**src/rtl/mem_arb_pkg.sv**
```systemverilog
// Shared types for the IFU/LSU memory arbiter: FSM states, owner ids and
// the byte-mask width derivation.
package mem_arb_pkg;

  typedef enum logic [1:0] {
    IDLE = 2'd0,
    REQ  = 2'd1,
    WAIT = 2'd2
  } state_e;

  typedef enum logic {
    OWN_IFU = 1'b0,
    OWN_LSU = 1'b1
  } owner_e;

  localparam int BYTE_W = 8;

  function automatic int mask_width(input int data_w);
    return data_w / BYTE_W;
  endfunction

endpackage

```
**src/rtl/rr_arb2.sv**
```systemverilog
// Two-way round-robin arbiter: a lone requester always wins, and a tie goes to
// whichever side was not granted last. last_grant advances only on upd_i.
module rr_arb2
  import mem_arb_pkg::*;
(
  input  logic   clk,
  input  logic   rst,
  input  logic   ifu_valid_i,
  input  logic   lsu_valid_i,
  input  logic   upd_i,
  output logic   gnt_valid_o,
  output owner_e gnt_o
);

  owner_e last_q;
  owner_e last_d;

  always_comb begin
    gnt_valid_o = ifu_valid_i | lsu_valid_i;
    gnt_o       = OWN_IFU;
    if (ifu_valid_i && lsu_valid_i) begin
      gnt_o = (last_q == OWN_IFU) ? OWN_LSU : OWN_IFU;
    end else if (lsu_valid_i) begin
      gnt_o = OWN_LSU;
    end
    last_d = upd_i ? gnt_o : last_q;
  end

  always_ff @(posedge clk) begin
    if (rst) begin
      last_q <= OWN_IFU;
    end else begin
      last_q <= last_d;
    end
  end

endmodule

```
**src/rtl/mem_arbiter.sv**
```systemverilog
// Shares one single-port memory between instruction fetch and load/store,
// one transaction in flight, with a WAIT-state timeout that returns an error.
module mem_arbiter
  import mem_arb_pkg::*;
#(
  parameter  int ADDR_W  = 32,
  parameter  int DATA_W  = 32,
  parameter  int TIMEOUT = 255,
  localparam int MASK_W  = mask_width(DATA_W)
) (
  input  logic              clk,
  input  logic              rst,
  input  logic              if_req_valid,
  output logic              if_req_ready,
  input  logic [ADDR_W-1:0] if_addr,
  output logic              if_rsp_valid,
  output logic [DATA_W-1:0] if_rsp_data,
  output logic              if_rsp_err,
  input  logic              ls_req_valid,
  output logic              ls_req_ready,
  input  logic [ADDR_W-1:0] ls_addr,
  input  logic              ls_wen,
  input  logic [DATA_W-1:0] ls_wdata,
  input  logic [MASK_W-1:0] ls_wmask,
  output logic              ls_rsp_valid,
  output logic [DATA_W-1:0] ls_rsp_data,
  output logic              ls_rsp_err,
  output logic              mem_req_valid,
  input  logic              mem_req_ready,
  output logic [ADDR_W-1:0] mem_addr,
  output logic              mem_wen,
  output logic [DATA_W-1:0] mem_wdata,
  output logic [MASK_W-1:0] mem_wmask,
  input  logic              mem_rsp_valid,
  input  logic [DATA_W-1:0] mem_rdata
);

  localparam int CNT_W = (TIMEOUT > 0) ? $clog2(TIMEOUT + 1) : 1;
  localparam logic [CNT_W-1:0] CNT_LAST = (TIMEOUT > 0) ? CNT_W'(TIMEOUT - 1) : '0;

  state_e              state_q, state_d;
  owner_e              owner_q, owner_d;
  logic [ADDR_W-1:0]   addr_q, addr_d;
  logic                wen_q, wen_d;
  logic [DATA_W-1:0]   wdata_q, wdata_d;
  logic [MASK_W-1:0]   wmask_q, wmask_d;
  logic [CNT_W-1:0]    cnt_q, cnt_d;

  logic                if_rsp_valid_q, if_rsp_valid_d;
  logic [DATA_W-1:0]   if_rsp_data_q, if_rsp_data_d;
  logic                if_rsp_err_q, if_rsp_err_d;
  logic                ls_rsp_valid_q, ls_rsp_valid_d;
  logic [DATA_W-1:0]   ls_rsp_data_q, ls_rsp_data_d;
  logic                ls_rsp_err_q, ls_rsp_err_d;

  logic                arb_gnt_valid;
  owner_e              arb_gnt;
  logic                arb_upd;
  logic                rsp_fire;
  logic                rsp_err;
  logic [DATA_W-1:0]   rsp_data;

  rr_arb2 u_rr_arb2 (
    .clk         (clk),
    .rst         (rst),
    .ifu_valid_i (if_req_valid),
    .lsu_valid_i (ls_req_valid),
    .upd_i       (arb_upd),
    .gnt_valid_o (arb_gnt_valid),
    .gnt_o       (arb_gnt)
  );

  always_comb begin
    state_d  = state_q;
    owner_d  = owner_q;
    addr_d   = addr_q;
    wen_d    = wen_q;
    wdata_d  = wdata_q;
    wmask_d  = wmask_q;
    cnt_d    = cnt_q;
    arb_upd  = 1'b0;
    rsp_fire = 1'b0;
    rsp_err  = 1'b0;
    rsp_data = '0;

    case (state_q)
      IDLE: begin
        cnt_d = '0;
        if (arb_gnt_valid) begin
          arb_upd = 1'b1;
          owner_d = arb_gnt;
          state_d = REQ;
          if (arb_gnt == OWN_LSU) begin
            addr_d  = ls_addr;
            wen_d   = ls_wen;
            wdata_d = ls_wdata;
            wmask_d = ls_wmask;
          end else begin
            addr_d  = if_addr;
            wen_d   = 1'b0;
            wdata_d = '0;
            wmask_d = '0;
          end
        end
      end
      REQ: begin
        if (mem_req_ready) begin
          state_d = WAIT;
          cnt_d   = '0;
        end
      end
      WAIT: begin
        // A response landing on the timeout cycle still counts as success.
        if (mem_rsp_valid) begin
          rsp_fire = 1'b1;
          rsp_data = wen_q ? '0 : mem_rdata;
          state_d  = IDLE;
        end else if ((TIMEOUT > 0) && (cnt_q == CNT_LAST)) begin
          rsp_fire = 1'b1;
          rsp_err  = 1'b1;
          state_d  = IDLE;
        end else begin
          cnt_d = cnt_q + 1'b1;
        end
      end
      default: state_d = IDLE;
    endcase
  end

  always_comb begin
    if_rsp_valid_d = rsp_fire && (owner_q == OWN_IFU);
    if_rsp_err_d   = if_rsp_valid_d && rsp_err;
    if_rsp_data_d  = if_rsp_valid_d ? rsp_data : if_rsp_data_q;
    ls_rsp_valid_d = rsp_fire && (owner_q == OWN_LSU);
    ls_rsp_err_d   = ls_rsp_valid_d && rsp_err;
    ls_rsp_data_d  = ls_rsp_valid_d ? rsp_data : ls_rsp_data_q;
  end

  always_ff @(posedge clk) begin
    if (rst) begin
      state_q        <= IDLE;
      owner_q        <= OWN_IFU;
      addr_q         <= '0;
      wen_q          <= 1'b0;
      wdata_q        <= '0;
      wmask_q        <= '0;
      cnt_q          <= '0;
      if_rsp_valid_q <= 1'b0;
      if_rsp_data_q  <= '0;
      if_rsp_err_q   <= 1'b0;
      ls_rsp_valid_q <= 1'b0;
      ls_rsp_data_q  <= '0;
      ls_rsp_err_q   <= 1'b0;
    end else begin
      state_q        <= state_d;
      owner_q        <= owner_d;
      addr_q         <= addr_d;
      wen_q          <= wen_d;
      wdata_q        <= wdata_d;
      wmask_q        <= wmask_d;
      cnt_q          <= cnt_d;
      if_rsp_valid_q <= if_rsp_valid_d;
      if_rsp_data_q  <= if_rsp_data_d;
      if_rsp_err_q   <= if_rsp_err_d;
      ls_rsp_valid_q <= ls_rsp_valid_d;
      ls_rsp_data_q  <= ls_rsp_data_d;
      ls_rsp_err_q   <= ls_rsp_err_d;
    end
  end

  assign if_req_ready  = (state_q == IDLE) && arb_gnt_valid && (arb_gnt == OWN_IFU);
  assign ls_req_ready  = (state_q == IDLE) && arb_gnt_valid && (arb_gnt == OWN_LSU);
  assign mem_req_valid = (state_q == REQ);
  assign mem_addr      = addr_q;
  assign mem_wen       = wen_q;
  assign mem_wdata     = wdata_q;
  assign mem_wmask     = wmask_q;
  assign if_rsp_valid  = if_rsp_valid_q;
  assign if_rsp_data   = if_rsp_data_q;
  assign if_rsp_err    = if_rsp_err_q;
  assign ls_rsp_valid  = ls_rsp_valid_q;
  assign ls_rsp_data   = ls_rsp_data_q;
  assign ls_rsp_err    = ls_rsp_err_q;

endmodule

```
**config.mk**
```make
export PLATFORM = sky130hd
export DESIGN_NAME = mem_arbiter
export DESIGN_NICKNAME = d
export VERILOG_FILES = /design/src/rtl/mem_arb_pkg.sv /design/src/rtl/rr_arb2.sv /design/src/rtl/mem_arbiter.sv
export SDC_FILE = /design/constraint.sdc
export NUM_CORES = 1
export LEC_CHECK = 0
export ABC_AREA = 1
export ABC_CLOCK_PERIOD_IN_PS = 3600
export BUFFER_PORTS_ARGS = -buffer_cell sky130_fd_sc_hd__buf_2
export CAP_MARGIN = 30
export CELL_PAD_IN_SITES_DETAIL_PLACEMENT = 2
export CELL_PAD_IN_SITES_GLOBAL_PLACEMENT = 2
export CORE_UTILIZATION = 26
export CTS_CLUSTER_SIZE = 10
export DETAILED_ROUTE_END_ITERATION = 7
export GPL_ROUTABILITY_DRIVEN = 0
export PLACE_DENSITY_LB_ADDON = 0.1
export SLEW_MARGIN = 40
export SYNTH_ARGS = -nofsm -noshare
export SYNTH_HDL_FRONTEND = slang
export SYNTH_HIERARCHICAL = 1
export SYNTH_SLANG_ARGS = --single-unit
```
**constraint.sdc**
```tcl
create_clock -name clk -period 3.6 [get_ports clk]
set_input_delay 0.36 -clock clk [delete_from_list [all_inputs] [get_ports clk]]
set_output_delay 0.36 -clock clk [all_outputs]
set_load 0.05 [all_outputs]
```
Yosys cells after proc, flatten, opt, wreduce, memory -nomap -nowiden

Cells that the tools add are included.

Flip-flop bits (word level): 149
Latch bits: 0
Memory bits (writable): 0
Memory bits (read-only): 0
Input bits: 139
Output and inout port bits: 140
Word-level logic and storage cells: 65
Memories: 0

Add/subtract/negate cells: 1
Multipliers: 0
Divide/modulo/power cells: 0
Order comparisons: 0
Eq/ne operators: 8
Shift-type cells: 0
Mux-type cells: 26
Bitwise operators: 3
Reduce and logical (&&, ||, !) cells: 13

Operators by type and width:

| kind                                                                  | count |
|---|---|
| 32-bit 2-to-1 mux                                                     | 5 |
| 8-bit 2-to-1 mux                                                      | 3 |
| 8-bit case mux with 3 select lines                                    | 1 |
| 1-bit 2-to-1 mux                                                      | 11 |
| 8-bit by 1-bit adder with 8-bit output, second input constant         | 1 |
| 8-bit equality test, second input constant                            | 1 |
| 1-bit logical AND                                                     | 8 |
| 2-bit 2-to-1 mux                                                      | 4 |
| 2-bit != test, second input constant                                  | 3 |
| 2-bit case mux with 3 select lines                                    | 1 |
| 4-bit 2-to-1 mux                                                      | 1 |
| 4-bit AND reduction                                                   | 1 |
| 3-bit != test, second input constant                                  | 1 |
| 3-bit AND reduction                                                   | 1 |
| 3-bit nonzero test                                                    | 1 |
| 2-bit by 1-bit equality test with 1-bit output, second input constant | 1 |
| 2-bit equality test, second input constant                            | 1 |
| 2-bit logical NOT                                                     | 1 |
| 2-bit by 1-bit != test with 1-bit output, second input constant       | 1 |
| 1-bit inverter                                                        | 2 |
| 2-bit AND reduction                                                   | 1 |
| 1-bit bitwise OR                                                      | 1 |

Depth between registers and ports, before layout

Gate-level depths: netlist (run 1).

Word-level depth: 6
Depth in mapped cells: 11

Hierarchy

The synthesis (run 1) kept the hierarchy.

By module, submodules not included:

| module      | times used | cells an instance | area an instance (um^2) | sequential area each (um^2) |
|---|---|---|---|---|
| mem_arbiter | 1          | 884               | 6241.0                  | 2962.8 |
| rr_arb2     | 1          | 10                | 56.3                    | 20.0 |

Worst setup path after synthesis (run 1)

No wires, ideal clock.

Path type: input to output
From: input if_req_valid
To: output ls_req_ready
Data arrival time: 1.194 ns
Data required time: 3.240 ns
Path slack: 2.046 ns
Cell stages on the path: 6
Cells stage by stage: nand2_1 -> nand2_1 -> inv_1 -> inv_1 -> nor2_1 -> buf_2

Longest elaborated chain between the ends: 3

Ends and longest elaborated chain:

| what              | line               | RTL |
|---|---|---|
| from (decl)       | mem_arbiter.sv:13  | `input logic if_req_valid,` |
| 1-bit logical AND | rr_arb2.sv:21      | `if (ifu_valid_i && lsu_valid_i) begin` |
| 1-bit 2-to-1 mux  | rr_arb2.sv:21      |  |
| named net arb_gnt | mem_arbiter.sv:57  | `owner_e arb_gnt;` |
| 1-bit logical AND | mem_arbiter.sv:172 | `assign ls_req_ready = (state_q == IDLE) && arb_gnt_valid && (arb_gnt == OWN_LSU);` |
| to (decl)         | mem_arbiter.sv:20  | `output logic ls_req_ready,` |

The timed path passes the listed nets, and every way through them passes these cells.

Worst setup path after layout (run 1)

From: register u_rr_arb2.last_q
To: output ls_req_ready

Longest elaborated chain between the ends: 3

Ends and longest elaborated chain:

| what                   | line               | RTL |
|---|---|---|
| from (decl)            | rr_arb2.sv:15      | `owner_e last_q;` |
| from (signal assigned) | rr_arb2.sv:33      | `last_q <= last_d;` |
| 1-bit 2-to-1 mux       | rr_arb2.sv:22      | `gnt_o = (last_q == OWN_IFU) ? OWN_LSU : OWN_IFU;` |
| 1-bit 2-to-1 mux       | rr_arb2.sv:21      |  |
| named net arb_gnt      | mem_arbiter.sv:57  |  |
| 1-bit logical AND      | mem_arbiter.sv:172 |  |

The timed path passes the listed nets, and every way through them passes these cells.

==> results_dict.tcl, run 1 <==
set metrics [dict create \
    status "finished, final reports clean" \
    fillers 2905 \
    coreArea_um2 23600 \
    dieArea_um2 24800 \
    drc_errors 0 \
    grt_pass1_wl_mm 38.2 \
    cts_inserted_buffers 17 \
    synthArstFlopShare 0 \
    path_buf_inv 3 \
    dpl.hpwl_mm 18.2 \
    finalMaxSlewViolations 0 \
    synth_area_leaders "dfxtp_1 (47%), nand2_1 (18%), nor2_1 (7.6%), nand3_1 (5.8%), a21oi_1 (3.5%)" \
    num_vias 6742 \
    ys_top_cells_by_count "nand2_1 (294), dfxtp_1 (149), nor2_1 (128)" \
    hold_path_class "in2reg" \
    viasPerCell 4.56 \
    worstPathCellList "nand2_1, nand2_1, inv_1, inv_1, nor2_4, buf_2" \
    cts_hold_buffers 0 \
    timing.fmax_ghz 0.410 \
    drv_cap 0 \
    grt_antenna_before_repair 4 \
    grt_max_degree 73 \
    crit_type "reg2out" \
    clock-root-buffer "clkbuf_16" \
    synthCells 894 \
    crit_fanout 27 \
    io_pins 279 \
    ys_types 27 \
    fin_skew_ns 0.0138 \
    drive_above_1_share 0.317 \
    rsz0062_at_grt "false" \
    cts_setup_buffers 0 \
    synthFlopType "dfxtp_1" \
    synth_top_area_share 0.474 \
    total_power_uw 4450 \
    initial_core_util 0.267 \
    die_w_um 158 \
    numPortBuffers 278 \
    syn_area_um2 6300 \
    cts-resized-gates 0 \
    period_minus_slack_ns 2.44 \
    crit_slowest_cell "nor2_4" \
    max-clock-path-buffers 2 \
    synth-edff-count 0 \
    start_kind "flop" \
    drt_wl_total_mm 24.7 \
    dp_slack_ns 1.17 \
    yosysMostFrequentCell "nand2_1" \
    nets 1286 \
    clk_latency_ns 0.42 \
    path_clk_slew_ns 0.07 \
    drt-initial-drc-count 248 \
    max_slew_margin 0.467 \
    die_h_um 158 \
    finalSetupViolCount 0 \
    cp_top_family "simple AND/OR/NAND/NOR gates" \
    ant_nets 0 \
    worst_setup_path_end_kind "output port" \
    yosysSeqAreaShare 0.474 \
    synth_fp_nets 1035 \
    crit_required_ns 3.24 \
    tritoncts "yes" \
    finish.utilization 0.361 \
    drtPass1Iterations 4 \
    hold_viol_final 0 \
    post_synth.cell_area_avg_um2 7.04 \
    worst_ir_drop_vdd_mv 0.238 \
    overflow 0 \
    power_density_nw_per_um2 522 \
    yosys_warnings 6 \
    tightest_slew_ns 0.800 \
    ys_ff_latch 149 \
    fin_ws_ns 1.16 \
    cp_slowest_stage_delay_ns 0.60 \
    groute.usage.overall 0.201 \
    htreeDepth 4 \
    tns_ns 0 \
    rows 56 \
    numClockSinks 149 \
    synth_top_area_cell "dfxtp_1" \
    fin_crit_sh 0.677 \
    wl_per_cell_um 16.7 \
    grt_pass1_vias 7077 \
    area_delta_synth_final_pct 35.4 \
    arrival_ns 2.08 \
    leakagePower_uw 0.00420 \
]
where the power goes:
group	switching, uW	total, uW	leakage, uW	internal [uW]
combinational	577	774	0.00269	197
sequential	42.4	1770	0.00121	1730
clock	765	1910	0.000300	1140
total	1380	4450	0.00420	3070
flip-flops by register name, indices dropped and copies added (netlist names), 2 cells and up:
signal       cells
cnt_q            8
if_rsp_data     32
ls_rsp_data     32
mem_addr        32
mem_wdata       32
mem_wmask        4
state_q          2
cells by family after synthesis:
group	Yosys count	share of synthesized area
and+or+nand+nor	546	0.368
AOI/OAI and AO/OA	79	0.0695
DFF	149	0.474
adders and majority gates	2	0.00397
buffers and inverters	118	0.0848
per-stage QoR:
step / hold slack, ns / cell area, um^2 / std cells
5_1_grt: 0.162 / 8520 / 1477
3_5_place_dp: 0.450 / 7900 / 1445
3_3_place_gp: 0.447 / 7900 / 1445
2_1_floorplan: 0.491 / 6300 / 894
4_1_cts: 0.159 / 8520 / 1477
6_report: 0.181 / 8530 / 1478
area by class of cell:
cell class                      instances  area (um^2)  share of cell area
Multi-Input combinational cell        627         2790               0.328
Clock inverter                         12          165              0.0194
Timing Repair Buffer                  287         1490               0.174
Clock buffer                           20          457              0.0536
Inverter                               63          239              0.0280
Antenna cell                            1         2.50            0.000294
Tap cell                              319          399              0.0468
Sequential cell                       149         2980               0.350
routing by layer:
| layer | vias up | routed length (um) | GRT usage |
|---|---|---|---|
| met5 | - | 58 | 0 |
| met4 | 8 | 370 | 0.0532 |
| met3 | 32 | 2180 | 0.0838 |
| met2 | 198 | 12300 | 0.359 |
| met1 | 3199 | 9760 | 0.216 |
| li1 | 3305 | - | - |
cells in the final DEF, fill, tap and decap left out, types with 2 or more instances in the layout:
master      instances
nor2_4              5
clkinv_2            3
bufinv_16           3
buf_12              2
a21oi_1            44
nor2_1            127
inv_1              57
clkbuf_8            2
inv_2               4
clkbuf_16          17
nand2_4             3
nand4_1             8
buf_4               6
nand3_1            72
clkinvlp_4          2
ha_1                2
a31oi_1            32
nor2_2             31
dfxtp_1           149
nand2_1           294
inv_6               4
buf_2             278
final timing paths:
kind	start	end	slack (ns)	cells past startpoint
min	ls_wdata[0]	mem_wdata[0]	0.18	3
max	u_rr_arb2/last_q	ls_req_ready	1.16	6
min reg2reg	if_rsp_data[2]	if_rsp_data[2]	0.46	2
max reg2reg	cnt_q[0]	ls_rsp_data[19]	1.21	10
worst min-delay path, cell delays in order:
cell     delay (ns)
buf_2          0.09
nand2_1        0.05
a21oi_1        0.05
Note: power is estimated with default switching activity, not from simulation.
==> run 2, diff against run 1 <==
--- a/config.mk
+++ b/config.mk
@@ -6,12 +6,12 @@
 export NUM_CORES = 1
 export LEC_CHECK = 0
 export ABC_AREA = 1
-export ABC_CLOCK_PERIOD_IN_PS = 3600
+export ABC_CLOCK_PERIOD_IN_PS = 2500
 export BUFFER_PORTS_ARGS = -buffer_cell sky130_fd_sc_hd__buf_2
 export CAP_MARGIN = 30
 export CELL_PAD_IN_SITES_DETAIL_PLACEMENT = 2
 export CELL_PAD_IN_SITES_GLOBAL_PLACEMENT = 2
-export CORE_UTILIZATION = 26
+export CORE_UTILIZATION = 24
 export CTS_CLUSTER_SIZE = 10
 export DETAILED_ROUTE_END_ITERATION = 7
 export GPL_ROUTABILITY_DRIVEN = 0
==> constraint.sdc (replaced) <==
create_clock -name clk -period 2.5 [get_ports clk]
set_input_delay 0.25 -clock clk [delete_from_list [all_inputs] [get_ports clk]]
set_output_delay 0.25 -clock clk [all_outputs]
set_load 0.05 [all_outputs]
==> run 2 against run 1 <==
  * Critical path depth is 4 higher
  * Non-clock buffer count is 7 higher
  * Sequential cell count stayed put
  * Power is 38% higher
  * Worst hold slack worse by 0.11 ns
  * Clock power is 29% higher
  * First-iteration DRC count is 8.5% higher
  * Clock-buffer cell count is 3 lower
  * Sequential share of layout area is 0.077 points higher
==> results_dict.tcl, run 2 (same netlist as run 1, synthesis figures left out) <==
set metrics [dict create \
    tritoncts "yes" \
    hold_viol_final 0 \
    power_density_nw_per_um2 721 \
    comb_power_share 0.183 \
    grt_antenna_before_repair 3 \
    period_minus_slack_ns 2.09 \
    crit_type "reg2reg" \
    p_switching_uw 2060 \
    sw_frac_of_total 0.337 \
    area_delta_synth_final_pct 35.1 \
    clk_latency_ns 0.43 \
    die_w_um 164 \
    fin_ws_ns 0.413 \
    dp_slack_ns 0.349 \
    status "finished, final reports clean" \
    die_h_um 164 \
    numClockSinks 149 \
    drt-initial-drc-count 269 \
    coreArea_um2 25500 \
    grt_pass1_vias 7213 \
    arrival_ns 2.41 \
    drtPass1Iterations 4 \
    max-clock-path-buffers 2 \
    crit_required_ns 2.83 \
    io_pins 279 \
    rsz0062_at_grt "false" \
    grt_pass1_wl_mm 39.0 \
    clock-root-buffer "clkbuf_16" \
    tightest_slew_ns 0.664 \
    finish.utilization 0.334 \
    path_clk_slew_ns 0.07 \
    cts_inserted_buffers 17 \
    drive_above_1_share 0.322 \
    final_cell_mix "nand2_1 (294), buf_2 (278), dfxtp_1 (149), nor2_1 (127), nand3_1 (72)" \
    leakagePower_uw 0.00419 \
    timing.fmax_ghz 0.479 \
    p_int_uw 4070 \
    initial_core_util 0.247 \
    worst_ir_drop_vdd_mv 0.289 \
    clkPwrFrac 0.402 \
    rows 58 \
    viasPerCell 4.44 \
    start_kind "flop" \
    dpl.hpwl_mm 18.6 \
    fin_skew_ns 0.0168 \
    finalMaxSlewViolations 0 \
    ant_nets 0 \
    cts_setup_buffers 0 \
    drv_cap 0 \
    p_seq_frac 0.415 \
    dieArea_um2 26900 \
    grt_max_degree 80 \
    tns_ns 0 \
    max_slew_margin 0.557 \
    wl_per_cell_um 16.7 \
    crit_fanout 25 \
    numPortBuffers 278 \
    num_vias 6646 \
    nets 1293 \
    groute.usage.overall 0.190 \
    final_common_cell "nand2_1" \
    drc_errors 0 \
    drt_wl_total_mm 25.1 \
    cts_hold_buffers 0 \
    fin_crit_sh 0.835 \
    overflow 0 \
    htreeDepth 4 \
    cts-resized-gates 0 \
    worst_setup_path_end_kind "flop" \
    finalSetupViolCount 0 \
    hold_path_class "in2reg" \
]
==> run 2: changes by cell type in the layout (fill, tap and decap cells not counted), sizes merged, moves of 2 or more <==
cell      change
inv           +2
clkinv        +2
clkbuf        -3
buf           +7
bufinv        -3
clkinvlp      +2
==> run 2: per-stage QoR <==
step	area [um^2]	hold WS (ns)	instances	power [uW]
4_1_cts	8500	0.0489	1495	6250
5_1_grt	8500	0.0552	1495	6430
3_3_place_gp	7950	0.446	1463	3730
3_5_place_dp	7960	0.457	1463	3740
2_1_floorplan	6300	0.394	894	3350
6_report	8510	0.0698	1497	6130
==> run 2: per-layer routing <==
layer	track usage	share of wire	vias to the layer above
met5	0	0.0011	-
met4	0.0450	0.010	4
met3	0.0773	0.083	17
met2	0.332	0.49	189
met1	0.214	0.42	3115
li1	-	-	3321
==> run 2: power by group through the flow <==
stage / sequential, uW / clock (uW) / combinational [uW]
2_1_floorplan: 2950 / 0 / 406
3_3_place_gp: 2600 / 0 / 1130
3_5_place_dp: 2600 / 0 / 1140
4_1_cts: 2550 / 2560 / 1150
5_1_grt: 2560 / 2650 / 1220
6_report: 2550 / 2460 / 1120
==> run 2: final timing paths <==
check | slack (ns) | to | cells past startpoint | from
max | 0.41 | if_rsp_data[15] | 10 | cnt_q[0]
min | 0.07 | mem_wdata[25] | 3 | ls_wdata[25]
max reg2reg | 0.41 | if_rsp_data[15] | 10 | cnt_q[0]
min reg2reg | 0.47 | mem_wdata[28] | 2 | mem_wdata[28]
==> run 2: cell type report <==
class	count	area [um^2]
fill	3123	17000
sequential	149	2980
multi-input combinational	627	2790
timing repair buffer	294	1530
clock buffer	17	425
tap	330	413
inverter	63	239
clock inverter	15	121
antenna	2	5.00
==> run 2: worst max-delay path, stage by stage, from the launching register on <==
cell and delay [ns]:
dfxtp_1 0.40, inv_1 0.10, ha_1 0.20, nand2_1 0.10, nor2_4 0.05, nand3_4 0.10, nand2_4 0.15, nand2_4 0.21
clkinv_2 0.35, nor2_1 0.26, nor2_2 0.04
